===== src/rtl/uart_tx_ctrl.sv =====
// UART transmit controller: 8 data bits, optional parity, one stop bit.
// Bit timing comes from an external 16x oversample tick.
module uart_tx_ctrl #(
  parameter bit PARITY_EN  = 1'b1,
  parameter bit PARITY_ODD = 1'b0
) (
  input  logic       clk,
  input  logic       reset,
  input  logic       Tx_EN,
  input  logic       Tx_WR,
  input  logic [7:0] Tx_DATA,
  input  logic       Tx_sample_ENABLE,
  output logic       TxD,
  output logic       Tx_BUSY,
  output logic       Tx_DONE
);

  typedef enum logic [2:0] {
    IDLE,
    START,
    DATA,
    PARITY,
    STOP
  } state_t;

  state_t     r_state;
  state_t     w_state_nxt;
  logic [3:0] r_cnt;
  logic [3:0] w_cnt_nxt;
  logic [2:0] r_idx;
  logic [2:0] w_idx_nxt;
  logic [7:0] r_hold;
  logic [7:0] w_hold_nxt;
  logic       r_txd;
  logic       w_txd_nxt;
  logic       r_busy;
  logic       w_busy_nxt;
  logic       r_done;
  logic       w_done_nxt;

  logic       w_accept;
  logic       w_bit_end;
  logic       w_parity;
  logic [2:0] w_idx_inc;

  assign w_accept  = (r_state == IDLE) & Tx_EN & Tx_WR;
  assign w_bit_end = Tx_sample_ENABLE & (r_cnt == 4'd15);
  assign w_parity  = (^r_hold) ^ PARITY_ODD;
  assign w_idx_inc = r_idx + 3'd1;

  always_ff @(posedge clk or posedge reset) begin
    if (reset) begin
      r_state <= IDLE;
      r_cnt   <= 4'd0;
      r_idx   <= 3'd0;
      r_hold  <= 8'd0;
      r_txd   <= 1'b1;
      r_busy  <= 1'b0;
      r_done  <= 1'b0;
    end else begin
      r_state <= w_state_nxt;
      r_cnt   <= w_cnt_nxt;
      r_idx   <= w_idx_nxt;
      r_hold  <= w_hold_nxt;
      r_txd   <= w_txd_nxt;
      r_busy  <= w_busy_nxt;
      r_done  <= w_done_nxt;
    end
  end

  always_comb begin
    w_state_nxt = r_state;
    w_cnt_nxt   = r_cnt;
    w_idx_nxt   = r_idx;
    w_hold_nxt  = r_hold;
    w_txd_nxt   = r_txd;
    w_busy_nxt  = r_busy;
    w_done_nxt  = 1'b0;

    // Counter wraps 15->0 on its own, so each bit period restarts at 0.
    if ((r_state != IDLE) && Tx_sample_ENABLE)
      w_cnt_nxt = r_cnt + 4'd1;

    unique case (r_state)
      IDLE: begin
        if (w_accept) begin
          w_state_nxt = START;
          w_hold_nxt  = Tx_DATA;
          w_cnt_nxt   = 4'd0;
          w_idx_nxt   = 3'd0;
          w_busy_nxt  = 1'b1;
          w_txd_nxt   = 1'b0;
        end
      end
      START: begin
        if (w_bit_end) begin
          w_state_nxt = DATA;
          w_idx_nxt   = 3'd0;
          w_txd_nxt   = r_hold[0];
        end
      end
      DATA: begin
        if (w_bit_end) begin
          if (r_idx != 3'd7) begin
            w_idx_nxt = w_idx_inc;
            w_txd_nxt = r_hold[w_idx_inc];
          end else if (PARITY_EN) begin
            w_state_nxt = PARITY;
            w_txd_nxt   = w_parity;
          end else begin
            w_state_nxt = STOP;
            w_txd_nxt   = 1'b1;
          end
        end
      end
      PARITY: begin
        if (w_bit_end) begin
          w_state_nxt = STOP;
          w_txd_nxt   = 1'b1;
        end
      end
      STOP: begin
        if (w_bit_end) begin
          w_state_nxt = IDLE;
          w_busy_nxt  = 1'b0;
          w_done_nxt  = 1'b1;
          w_txd_nxt   = 1'b1;
        end
      end
      default: begin
        w_state_nxt = IDLE;
        w_busy_nxt  = 1'b0;
        w_txd_nxt   = 1'b1;
      end
    endcase
  end

  assign TxD     = r_txd;
  assign Tx_BUSY = r_busy;
  assign Tx_DONE = r_done;

endmodule


===== config.mk =====
export PLATFORM = sky130hd
export DESIGN_NAME = uart_tx_ctrl
export DESIGN_NICKNAME = d
export VERILOG_FILES = /design/src/rtl/uart_tx_ctrl.sv
export SDC_FILE = /design/constraint.sdc
export NUM_CORES = 1
export LEC_CHECK = 0
export BUFFER_PORTS_ARGS = -buffer_cell sky130_fd_sc_hd__buf_2
export CAP_MARGIN = 20
export CORE_MARGIN = 3
export CORE_UTILIZATION = 30
export DETAILED_ROUTE_END_ITERATION = 8
export PLACE_DENSITY = 0.56
export SYNTH_ARGS = -nofsm -noshare
export SYNTH_HDL_FRONTEND = slang
export SYNTH_SLANG_ARGS = --single-unit

===== constraint.sdc =====
create_clock -name clk -period 2.4 [get_ports clk]
set_input_delay 0.24 -clock clk [delete_from_list [all_inputs] [get_ports clk]]
set_output_delay 0.24 -clock clk [all_outputs]
set_load 0.02 [all_outputs]

== Word-level counts from Yosys, hierarchy flattened ==
Cells that the tools add are included.

* Register bits after elaboration: 21
* Input port bits: 13
* Output and inout bits: 3
* Logic and storage cells: 67

* $add $sub $neg: 2
* Order comparisons: 1
* Equal/unequal tests: 14
* Multiplexer cells: 27
* Bitwise gates (word level): 4
* Reductions and logical operators: 12

{| class="wikitable"
|+ Operators by type and width
! cell !! number
|-
| $mux W3 || 9
|-
| $pmux W3 S5 || 1
|-
| $ne A2 B2 Y1 const B || 7
|-
| $mux W4 || 3
|-
| $mux W1 || 10
|-
| $pmux W3 S3 || 1
|-
| $reduce_xor A8 Y1 || 1
|-
| $eq A3 B2 Y1 const B || 2
|-
| $reduce_and A6 Y1 || 1
|-
| $reduce_bool A3 Y1 || 2
|-
| $reduce_and A5 Y1 || 1
|-
| $add A4 B1 Y4 const B || 1
|-
| $eq A4 B4 Y1 const B || 1
|-
| $lt A3 B4 Y1 const B || 1
|-
| $pmux W1 S4 || 1
|-
| $reduce_and A4 Y1 || 1
|-
| $add A3 B1 Y3 const B || 1
|-
| $and A1 B1 Y1 || 3
|-
| $bmux W1 S3 || 1
|-
| $eq A3 B1 Y1 const B || 1
|-
| $eq A3 B3 Y1 const B || 1
|-
| $logic_not A3 Y1 || 1
|-
| $ne A3 B3 Y1 const B || 1
|-
| $pmux W1 S3 || 1
|-
| 7 further kinds || 7
|}

== Depth between registers and ports, before layout ==
* Word-level depth: 6
* Gate-level depth with buffers: 6
* Depth with buffers taken out: 6

== Worst setup path before layout ==
OpenSTA, ideal clock, no wires.

* Path kind: register -> register
* From: register r_idx[0]
* To: register r_idx[0]
* Arrival time: 1.582 ns
* Required time: 2.272 ns
* Slack: 0.691 ns
* Cell stages (with the launch flop): 7
* Buffers on the path: 0
* Clock period less this slack: 1.709 ns
* Cell sequence: dfrtp_1 -> ha_1 -> ha_1 -> nor4b_4 -> nor2_2 -> a21oi_4 -> mux2_1

* Longest elaborated chain between the ends: 4
* Elaborated cells between the ends (all ways): 7
* Classes of those cells: 1 x add/sub; 2 x eq/ne; 3 x mux; 1 x reduce/logical

{| class="wikitable"
|+ RTL lines
! element !! line !! text
|-
| from (decl) || 30 || <nowiki>logic [2:0] r_idx;</nowiki>
|-
| from (signal assigned) || 63 || <nowiki>r_idx <= w_idx_nxt;</nowiki>
|-
| $add A3 B1 Y3 || 49 || <nowiki>assign w_idx_inc = r_idx + 3'd1;</nowiki>
|-
| $mux W3 || 104 || <nowiki>if (r_idx != 3'd7) begin</nowiki>
|-
| $mux W3 || 103 || <nowiki>if (w_bit_end) begin</nowiki>
|-
| $pmux W3 S3 || 84 || <nowiki>unique case (r_state)</nowiki>
|}

Several ways; a longest one is shown, not always the timed one. The select of a mux whose other input is x is not followed.
A chain may end at the register's enable or synchronous reset.

== Worst setup path in the final report ==
* From: register r_idx[0]
* To: register r_idx[1]

The elaborated chain is that of the path after synthesis.

==> impl_metrics.xml <==
<?xml version="1.0" encoding="UTF-8"?>
<metrics>
  <group name="outcome">
    <metric name="status" unit="">finished clean</metric>
  </group>
  <group name="power">
    <metric name="power.ir.vdd_worst" unit="V">0.0003590</metric>
    <metric name="netSwitchingFraction" unit="%">38.36</metric>
    <metric name="internal_power" unit="W">0.0009004</metric>
    <metric name="power_density" unit="nW/um^2">1080</metric>
    <metric name="pwr-share-clk" unit="%">16.6</metric>
    <metric name="total_switching_power" unit="W">0.0005604</metric>
    <metric name="leak_pwr" unit="nW">0.5914</metric>
    <metric name="power.share.combinational" unit="%">37.9</metric>
    <metric name="power.sequential.fraction" unit="%">45.5</metric>
  </group>
  <group name="cts">
    <metric name="clk_latency" unit="ns">0.27</metric>
    <metric name="h-tree-depth" unit="">1</metric>
    <metric name="clock-sinks" unit="">21</metric>
    <metric name="tritoncts" unit="">built</metric>
    <metric name="worst_setup_hold_path_clk_slew" unit="ns">0.08</metric>
    <metric name="cts_buffers" unit="">3</metric>
    <metric name="cts_root_buf" unit="">sky130_fd_sc_hd__clkbuf_8</metric>
    <metric name="cts_hold_repair.buffers" unit="">0</metric>
    <metric name="post_cts_buffers" unit="">0</metric>
    <metric name="cts-root-to-sink-buffers" unit="">2</metric>
    <metric name="cts-resized-gates" unit="">0</metric>
  </group>
  <group name="timing">
    <metric name="fin_tns_setup" unit="ns">0</metric>
    <metric name="tightest_slew" unit="ns">0.7980</metric>
    <metric name="maxSlewHeadroom" unit="%">46.74</metric>
    <metric name="hold_violations" unit="">0</metric>
    <metric name="fin_worst_skew" unit="ns">0.004502</metric>
    <metric name="final_critical_path_setup_slack" unit="ns">0.4260</metric>
    <metric name="finalMaxSlewViolations" unit="">0</metric>
    <metric name="clock.fmax" unit="GHz">0.5066</metric>
    <metric name="rsz0062_at_grt" unit="">no</metric>
    <metric name="post_layout_minimum_cycle_time" unit="ns">1.974</metric>
    <metric name="fin_crit_sh" unit="%">82.25</metric>
    <metric name="setup_viol" unit="">0</metric>
    <metric name="hold_slack" unit="ns">0.1128</metric>
  </group>
  <group name="logic_synthesis">
    <metric name="synth_seq_area_share" unit="%">44.64</metric>
    <metric name="yosys_warnings" unit="">0</metric>
    <metric name="async_flop_share" unit="%">100.0</metric>
    <metric name="synth_enable_flop_cells" unit="">0</metric>
    <metric name="netlist.area_leader.share" unit="%">42.42</metric>
    <metric name="synth_top_flop_cell" unit="">sky130_fd_sc_hd__dfrtp_1</metric>
    <metric name="cell_area_after_synthesis" unit="um^2">1180</metric>
    <metric name="ys_types" unit="">34</metric>
    <metric name="yosys.area.top_type" unit="">sky130_fd_sc_hd__dfrtp_1</metric>
    <metric name="synth_area_leaders" unit="">sky130_fd_sc_hd__dfrtp_1, sky130_fd_sc_hd__mux2_1, sky130_fd_sc_hd__xnor2_1</metric>
    <metric name="postSynthCellCount" unit="">111</metric>
    <metric name="syn-num-nets" unit="">127</metric>
    <metric name="synthesis.area_per_instance" unit="um^2">10.63</metric>
    <metric name="yosys_register_bits" unit="">21</metric>
  </group>
  <group name="setup_path">
    <metric name="critical_path.top_delay_family" unit="">flip-flops</metric>
    <metric name="worstPathArrival" unit="ns">2.12</metric>
    <metric name="type_of_element_launching_the_critical_path" unit="">register</metric>
    <metric name="delay_contributed_by_the_slowest_stage_of_the_critical_path" unit="ns">0.49</metric>
    <metric name="worst_r2r_startpoint" unit="">r_idx[0]</metric>
    <metric name="r2r.worst_path.cells" unit="">6</metric>
    <metric name="timing.critical_path.to_type" unit="">register</metric>
    <metric name="cpMaxStageDelayCell" unit="">sky130_fd_sc_hd__dfrtp_1</metric>
    <metric name="required_time_of_the_critical_path" unit="ns">2.55</metric>
    <metric name="category_of_the_most_critical_setup_path" unit="">reg2reg</metric>
    <metric name="r2r_setup_slack" unit="ns">0.43</metric>
    <metric name="critical_path.most_common_cell" unit="">sky130_fd_sc_hd__ha_1</metric>
    <metric name="critical_path_buffer_and_inverter_count" unit="">0</metric>
    <metric name="critical_path.reg2reg.endpoint" unit="">r_idx[1]</metric>
    <metric name="timing.critical_path.fanout_max" unit="">8</metric>
    <metric name="path_cells" unit="">ha_1, ha_1, nor4b_4, nor2_2, a21oi_4, mux2_1</metric>
  </group>
  <group name="floorplanning">
    <metric name="initial_core_util" unit="%">31.75</metric>
    <metric name="placement_rows" unit="">22</metric>
    <metric name="boundaryPins" unit="">16</metric>
    <metric name="die_x" unit="um">68.72</metric>
    <metric name="design.die.area" unit="um^2">4722</metric>
    <metric name="core_area" unit="um^2">3716</metric>
    <metric name="die_span_y" unit="um">68.72</metric>
  </group>
  <group name="global_route">
    <metric name="grt_pass1_wl" unit="mm">3.953</metric>
    <metric name="grt_start_max_net_pins" unit="">22</metric>
    <metric name="gr-total-overflow" unit="">0</metric>
    <metric name="grt_antenna_before_repair" unit="">0</metric>
    <metric name="grt_pass1_vias" unit="">844</metric>
    <metric name="track_usage" unit="%">11.44</metric>
  </group>
  <group name="detailed_routing">
    <metric name="post_drt_wl_per_cell" unit="um">13.07</metric>
    <metric name="drt-vias-per-instance" unit="">5.006</metric>
    <metric name="drt_wl_total" unit="mm">2.287</metric>
    <metric name="detail-route-antenna-nets" unit="">0</metric>
    <metric name="drt_first_pass_iters" unit="">4</metric>
    <metric name="route.detailed.drc" unit="">0</metric>
    <metric name="num_vias" unit="">876</metric>
    <metric name="initialDrtViolationCount" unit="">30</metric>
  </group>
  <group name="hold_path">
    <metric name="holdCritPathClass" unit="">in2async</metric>
  </group>
  <group name="run">
    <metric name="max_cap_violations" unit="">0</metric>
  </group>
  <group name="placement">
    <metric name="dpl_worst_slack" unit="ns">0.4222</metric>
    <metric name="io_buffers" unit="">15</metric>
    <metric name="weighted_congestion_at_the_end_of_routability_driven_global_placement" unit="">0.7843</metric>
    <metric name="post_detail_place_hpwl" unit="mm">1.715</metric>
  </group>
  <group name="finish">
    <metric name="fraction_of_final_layout_cells_with_drive_strength_greater_than_1" unit="%">21.26</metric>
    <metric name="finish.net_count" unit="">144</metric>
    <metric name="layout_common_cells" unit="">sky130_fd_sc_hd__dfrtp_1, sky130_fd_sc_hd__buf_2, sky130_fd_sc_hd__nor2_1</metric>
    <metric name="layout_commonest_cell" unit="">sky130_fd_sc_hd__dfrtp_1</metric>
    <metric name="final_core_util" unit="%">36.40</metric>
    <metric name="syn2layout_area_growth" unit="%">14.63</metric>
    <metric name="insertedDiodeCount" unit="">0</metric>
  </group>
</metrics>
## power groups by stage
stage	clock network [W]	registers, W	logic [W]
6_report	0.000243	0.000664	0.000554
5_1_grt	0.000269	0.000698	0.000618
4_1_cts	0.000256	0.000667	0.000565
3_5_place_dp	0	0.000676	0.000563
3_3_place_gp	0	0.000665	0.000539
2_1_floorplan	0	0.000610	0.000501
## layer usage
metal | track usage, % | vias up | wire length [um]
met5 | 0 | - | 0
met4 | 5.109 | 0 | 51
met3 | 2.917 | 5 | 92
met2 | 18.59 | 23 | 1076
met1 | 14.20 | 421 | 1067
li1 | - | 427 | -
## worst reg2reg max path, stage by stage, from the launching register on
cell                      delay [ns]
sky130_fd_sc_hd__dfrtp_1        0.49
sky130_fd_sc_hd__ha_1           0.26
sky130_fd_sc_hd__ha_1           0.24
sky130_fd_sc_hd__nor4b_4        0.28
sky130_fd_sc_hd__nor2_2         0.07
sky130_fd_sc_hd__a21oi_4        0.18
sky130_fd_sc_hd__mux2_1         0.34
## area by class of cell
type,count,area [um^2]
Fill cell,387,2364
Multi-Input combinational cell,84,623.1
Sequential cell,21,526.8
Timing Repair Buffer,17,90.09
Tap cell,48,60.06
Clock buffer,3,41.29
Clock inverter,1,7.507
Inverter,1,3.754
## cell usage after synthesis, types with 3 or more instances
cell	count
sky130_fd_sc_hd__dfrtp_1	20
sky130_fd_sc_hd__ha_1	3
sky130_fd_sc_hd__mux2i_1	4
sky130_fd_sc_hd__a21oi_1	3
sky130_fd_sc_hd__o21ai_0	4
sky130_fd_sc_hd__nor2_1	11
sky130_fd_sc_hd__xnor2_1	6
sky130_fd_sc_hd__buf_2	3
sky130_fd_sc_hd__and3_1	3
sky130_fd_sc_hd__mux2_1	10
sky130_fd_sc_hd__nand3_1	5
sky130_fd_sc_hd__xor2_1	3
sky130_fd_sc_hd__nor3_1	3
sky130_fd_sc_hd__nand2_1	8
## metrics by stage
stage	cell area [um^2]	instances	total power [W]
after floorplan	1180	111	0.001110
after global placement	1304	171	0.001204
after detailed placement	1304	171	0.001238
after CTS	1353	175	0.001489
after global routing	1353	175	0.001585
final	1353	175	0.001461
## cell families (layout without fill, tap and decap cells)
logic type                 Yosys count  count (layout)  share of synthesized area (%)
adders and majority gates            3               3                          3.182
DFF                                 21              21                          44.65
muxes                               15              15                          13.89
AOI/OAI and AO/OA                   15              15                          8.696
and+or+nand+nor                     42              42                          20.36
buffers and inverters                6              22                          2.544
xor gates and xnor gates             9               9                          6.681
## state kept, by name, indices dropped and copies added, names as in the netlist
register,count
TxD,1
Tx_BUSY,1
Tx_DONE,1
r_cnt,4
r_hold,8
r_idx,3
r_state,3
## how the worst max path moves through the flow
| stage | startpoint | end | slack, ns | depth (start not counted) |
|---|---|---|---|---|
| after global placement | r_idx[0] | r_idx[0] | 0.49 | 6 |
| final | r_idx[0] | r_idx[1] | 0.43 | 6 |
| after global routing | r_idx[0] | r_idx[2] | 0.34 | 6 |
| after CTS | r_idx[0] | r_idx[1] | 0.40 | 6 |
| after detailed placement | r_idx[0] | r_idx[1] | 0.42 | 6 |
| after floorplan | r_idx[0] | r_idx[0] | 0.69 | 6 |
No activity file was read; power rests on OpenSTA's default activity.
